==> src/rtl/ram_burst_master.sv <==
// ram_burst_master: burst master for a one-cycle-latency byte RAM. Define RAM_BURST_NOWRAP_EN to reject bursts that would wrap past address 127.
module ram_burst_master (
    input  logic       clk,
    input  logic       rst,
    input  logic       cmd_valid,
    output logic       cmd_ready,
    input  logic       cmd_we,
    input  logic [6:0] cmd_addr,
    input  logic [3:0] cmd_len,
    input  logic       wr_valid,
    output logic       wr_ready,
    input  logic [7:0] wr_data,
    output logic       rd_valid,
    input  logic       rd_ready,
    output logic [7:0] rd_data,
    output logic [6:0] ram_addr,
    output logic       ram_we,
    output logic [7:0] ram_wdata,
    input  logic [7:0] ram_rdata,
    output logic       busy,
    output logic       err
);
    typedef enum logic [2:0] {IDLE, WRITE, RD_ISSUE, RD_CAPTURE, RD_HOLD} state_t;
    state_t     state;
    logic [6:0] addr;
    logic [4:0] left;
    logic       bad;
`ifdef RAM_BURST_NOWRAP_EN
    assign bad = ({1'b0, cmd_addr} + {4'b0, cmd_len}) > 8'd127;
`else
    assign bad = 1'b0;
`endif
    // Burst sequencing; every output is a register so the RAM and handshake pins are glitch-free.
    always_ff @(posedge clk) begin
        if (rst) begin
            state     <= IDLE;
            addr      <= 7'd0;
            left      <= 5'd0;
            cmd_ready <= 1'b0;
            wr_ready  <= 1'b0;
            rd_valid  <= 1'b0;
            rd_data   <= 8'd0;
            ram_addr  <= 7'd0;
            ram_we    <= 1'b0;
            ram_wdata <= 8'd0;
            busy      <= 1'b0;
            err       <= 1'b0;
        end else begin
            ram_we <= 1'b0;
            err    <= 1'b0;
            case (state)
                IDLE: begin
                    cmd_ready <= 1'b1;
                    if (cmd_valid && cmd_ready && bad) begin
                        err <= 1'b1;
                    end else if (cmd_valid && cmd_ready) begin
                        addr      <= cmd_addr;
                        ram_addr  <= cmd_addr;
                        left      <= {1'b0, cmd_len} + 5'd1;
                        cmd_ready <= 1'b0;
                        wr_ready  <= cmd_we;
                        busy      <= 1'b1;
                        state     <= cmd_we ? WRITE : RD_ISSUE;
                    end
                end
                WRITE: begin
                    if (wr_valid) begin
                        ram_we    <= 1'b1;
                        ram_addr  <= addr;
                        ram_wdata <= wr_data;
                        addr      <= addr + 7'd1;
                        left      <= left - 5'd1;
                        if (left == 5'd1) begin
                            state     <= IDLE;
                            wr_ready  <= 1'b0;
                            cmd_ready <= 1'b1;
                            busy      <= 1'b0;
                        end
                    end
                end
                RD_ISSUE: state <= RD_CAPTURE;
                RD_CAPTURE: begin
                    rd_data  <= ram_rdata;
                    rd_valid <= 1'b1;
                    state    <= RD_HOLD;
                end
                RD_HOLD: begin
                    if (rd_ready) begin
                        rd_valid <= 1'b0;
                        addr     <= addr + 7'd1;
                        left     <= left - 5'd1;
                        if (left == 5'd1) begin
                            state     <= IDLE;
                            cmd_ready <= 1'b1;
                            busy      <= 1'b0;
                        end else begin
                            state    <= RD_ISSUE;
                            ram_addr <= addr + 7'd1;
                        end
                    end
                end
                default: state <= IDLE;
            endcase
        end
    end
endmodule

==> config.mk <==
export PLATFORM = sky130hd
export DESIGN_NAME = ram_burst_master
export DESIGN_NICKNAME = d
export VERILOG_FILES = /design/src/rtl/ram_burst_master.sv
export SDC_FILE = /design/constraint.sdc
export NUM_CORES = 1
export LEC_CHECK = 0
export BUFFER_PORTS_ARGS = -buffer_cell sky130_fd_sc_hd__buf_2
export CORE_MARGIN = 8
export CORE_UTILIZATION = 35
export DETAILED_ROUTE_END_ITERATION = 10
export SLEW_MARGIN = 20
export SYNTH_ARGS = -nofsm -noshare
export SYNTH_HDL_FRONTEND = slang
export SYNTH_SLANG_ARGS = --single-unit
==> constraint.sdc <==
create_clock -name clk -period 2.2 [get_ports clk]
set_input_delay 0.33 -clock clk [delete_from_list [all_inputs] [get_ports clk]]
set_output_delay 0.33 -clock clk [all_outputs]
set_load 0.05 [all_outputs]
==> results_dict.tcl <==
set metrics [dict create \
    status "complete, no violations" \
    ys_dominant_reg_cell "dfxtp_1" \
    final.min_clock_period_ps 1870 \
    holdBufCountCts 0 \
    r2r_setup_slack_ps 330 \
    ios 62 \
    final_core_util 0.426 \
    grt_pass1_vias 2197 \
    worstPathMaxFanout 12 \
    wirelength_um 6590 \
    start_util 0.353 \
    finClkSkew_ps 3.58 \
    arrival_ps 2080 \
    synth_top_area_frac 0.367 \
    power_leakage_nw 1.13 \
    grt_usage 0.137 \
    seq_power_share 0.437 \
    p_sw_mw 0.774 \
    syn_nets 332 \
    cts_tree "built" \
    ys_ff_latch 43 \
    rsz0062_at_grt "no" \
    ys_warn_count 0 \
    ys_async_sr_fraction 0 \
    cts_max_level 2 \
    wire_per_inst_um 15.3 \
    path_class "flop to flop" \
    hold_violations 0 \
    wl_met1_um 3020 \
    multiInputGateArea_mm2 0.00134 \
    synthCells 295 \
    drive_above_1_share 0.251 \
    swShare 0.370 \
    clk_pin_slew_ps 80 \
    seq_area_um2 861 \
    met3_length_um 352 \
    antenna_cells 0 \
    critPathLaunchType "flop" \
    antenna_found_initial 0 \
    numPortBuffers 60 \
    fmax_mhz 534 \
    ctsResizeCount 0 \
    grt_pass1_wl_um 11000 \
    row_count 30 \
    drv_cap 0 \
    cts_root_buffer "clkbuf_8" \
    pwr-share-clk 0.236 \
    drc_errors 0 \
    dieArea_mm2 0.00958 \
    slew_violations 0 \
    die_x_um 97.9 \
    synth.cell_area_mm2 0.00235 \
    die_y_um 97.9 \
    ys_top_cells_by_area "dfxtp_1 (37%), a21oi_1 (8.5%), nand2_1 (6.2%), o21ai_0 (3.8%), nand3_1 (3.2%)" \
    setup_tns_ps 0 \
    globalplace.congestion 0.806 \
    setup_viol 0 \
    maxSlewHeadroom 0.603 \
    powerDensity_mw_per_mm2 740 \
    endpoint_kind "flop" \
    dp.final_hpwl_um 4800 \
    grt_max_degree 48 \
    avgSynthCellArea_um2 7.95 \
    drt_iter0_markers 169 \
    route.met2.wl_um 3110 \
    required_ps 2410 \
    tightest_slew_ps 590 \
    synth.distinct_cells 54 \
    cts_sinks 43 \
    ys_seq_area_frac 0.367 \
    core_mm2 0.00664 \
    clk_latency_ps 290 \
    yosysTopAreaCell "dfxtp_1" \
    synth_edf_count 0 \
    comb_power_share 0.327 \
    route.top_layer_used "met4" \
    post-route-period-util 0.851 \
    cts_buffers 5 \
    routed-via-count 2353 \
    internal-power_mw 1.32 \
    drt_pass1_iterations 4 \
    peakVddDrop_v 0.000256 \
    vias_per_cell 5.46 \
    fin_nets 387 \
    clock_path_buffers 2 \
    grt-ovfl-total 0 \
    hp-class "primary input to flop" \
    cts_setup_buffers 0 \
    area_growth_pct 20.6 \
    detail-route-antenna-nets 0 \
    fillCellCount 690 \
]
==> registers in the layout, summed over array words and instances (netlist names) <==
register	flops
ram_wdata	8
rd_data	8
addr	7
ram_addr	7
left	5
state	3
busy	1
cmd_ready	1
ram_we	1
rd_valid	1
wr_ready	1
==> final cells by class <==
| class | instances | area share |
|---|---|---|
| timing repair buffer | 74 | 0.148 |
| clock buffer | 6 | 0.0257 |
| multi-input combinational | 219 | 0.473 |
| tap | 80 | 0.0354 |
| sequential | 43 | 0.304 |
| inverter | 7 | 0.00929 |
| clock inverter | 2 | 0.00442 |
==> metal layers <==
metal,vias up,GRT usage
met4,0,0.0492
met2,74,0.227
met5,-,0
met1,1075,0.168
met3,8,0.0334
li1,1196,-
==> worst max-delay path, cell delays in order, from the launching register on <==
cell and delay [ps]:
dfxtp_1 340, inv_1 60, ha_1 170, nor4b_1 140
buf_4 180, o21ai_0 490, a21oi_1 150, a211oi_1 250
==> final timing paths <==
kind                 from            to  cells after the start
min            wr_data[5]  ram_wdata[5]                      3
max               left[1]   ram_addr[5]                      7
min reg2reg  ram_wdata[5]  ram_wdata[5]                      2
max reg2reg       left[1]   ram_addr[5]                      7
==> cells in the mapped netlist, drive strengths merged, types with 2 or more instances <==
master,instances
a2111oi,3
a211oi,7
a21oi,40
a221o,2
a221oi,5
a22o,5
a311oi,2
a31oi,3
and3,4
buf,16
clkbuf,10
dfxtp,43
ha,4
inv,7
nand2,39
nand2b,2
nand3,15
nand3b,3
nor2,6
nor2b,2
nor3,7
nor3b,3
nor4,4
nor4b,3
o21a,6
o21ai,18
o21bai,3
o311ai,2
o31ai,3
or2,2
or3,4
xnor2,5
==> kinds of logic after synthesis <==
family          count (synthesis)  synth area share
xor+xnor                        5            0.0187
simple gates                  101             0.227
other cells                     1           0.00160
fa+ha+maj                       4            0.0213
compound gates                108             0.302
buf+inv                        33            0.0624
flops                          43             0.367
==> stage by stage <==
step | setup WS (ps) | cells | area, µm² | hold WS, ps | total power [mW]
2_1_floorplan | 321 | 295 | 2350 | 441 | 1.42
3_3_place_gp | 380 | 423 | 2740 | 439 | 1.61
3_5_place_dp | 324 | 423 | 2740 | 444 | 1.62
4_1_cts | 343 | 431 | 2830 | 259 | 2.11
5_1_grt | 153 | 431 | 2830 | 269 | 2.22
6_report | 328 | 431 | 2830 | 265 | 2.09
==> power by group through the flow <==
stage	sequential (mW)	combinational [mW]	clock [mW]
floorplan	1.04	0.378	0
finish	0.916	0.685	0.493
detailed placement	0.934	0.684	0
CTS	0.916	0.688	0.511
global route	0.929	0.751	0.539
global placement	0.934	0.679	0
==> cell usage in the layout (no fill, tap or decap), types with 4 or more instances in the layout <==
cell,Yosys,routed
buf_2,9,60
dfxtp_1,43,43
a21oi_1,40,40
nand2_1,39,39
o21ai_0,18,18
nand3_1,15,15
buf_4,3,13
inv_1,7,7
nor3_1,7,7
nor2_1,6,6
a211oi_1,6,6
o21a_1,6,6
a22o_1,5,5
xnor2_1,5,5
clkbuf_8,0,5
and3_1,4,4
a221oi_1,4,4
or3_1,4,4
nor4_1,4,4
ha_1,4,4
Power figures use the tool's default switching activity.
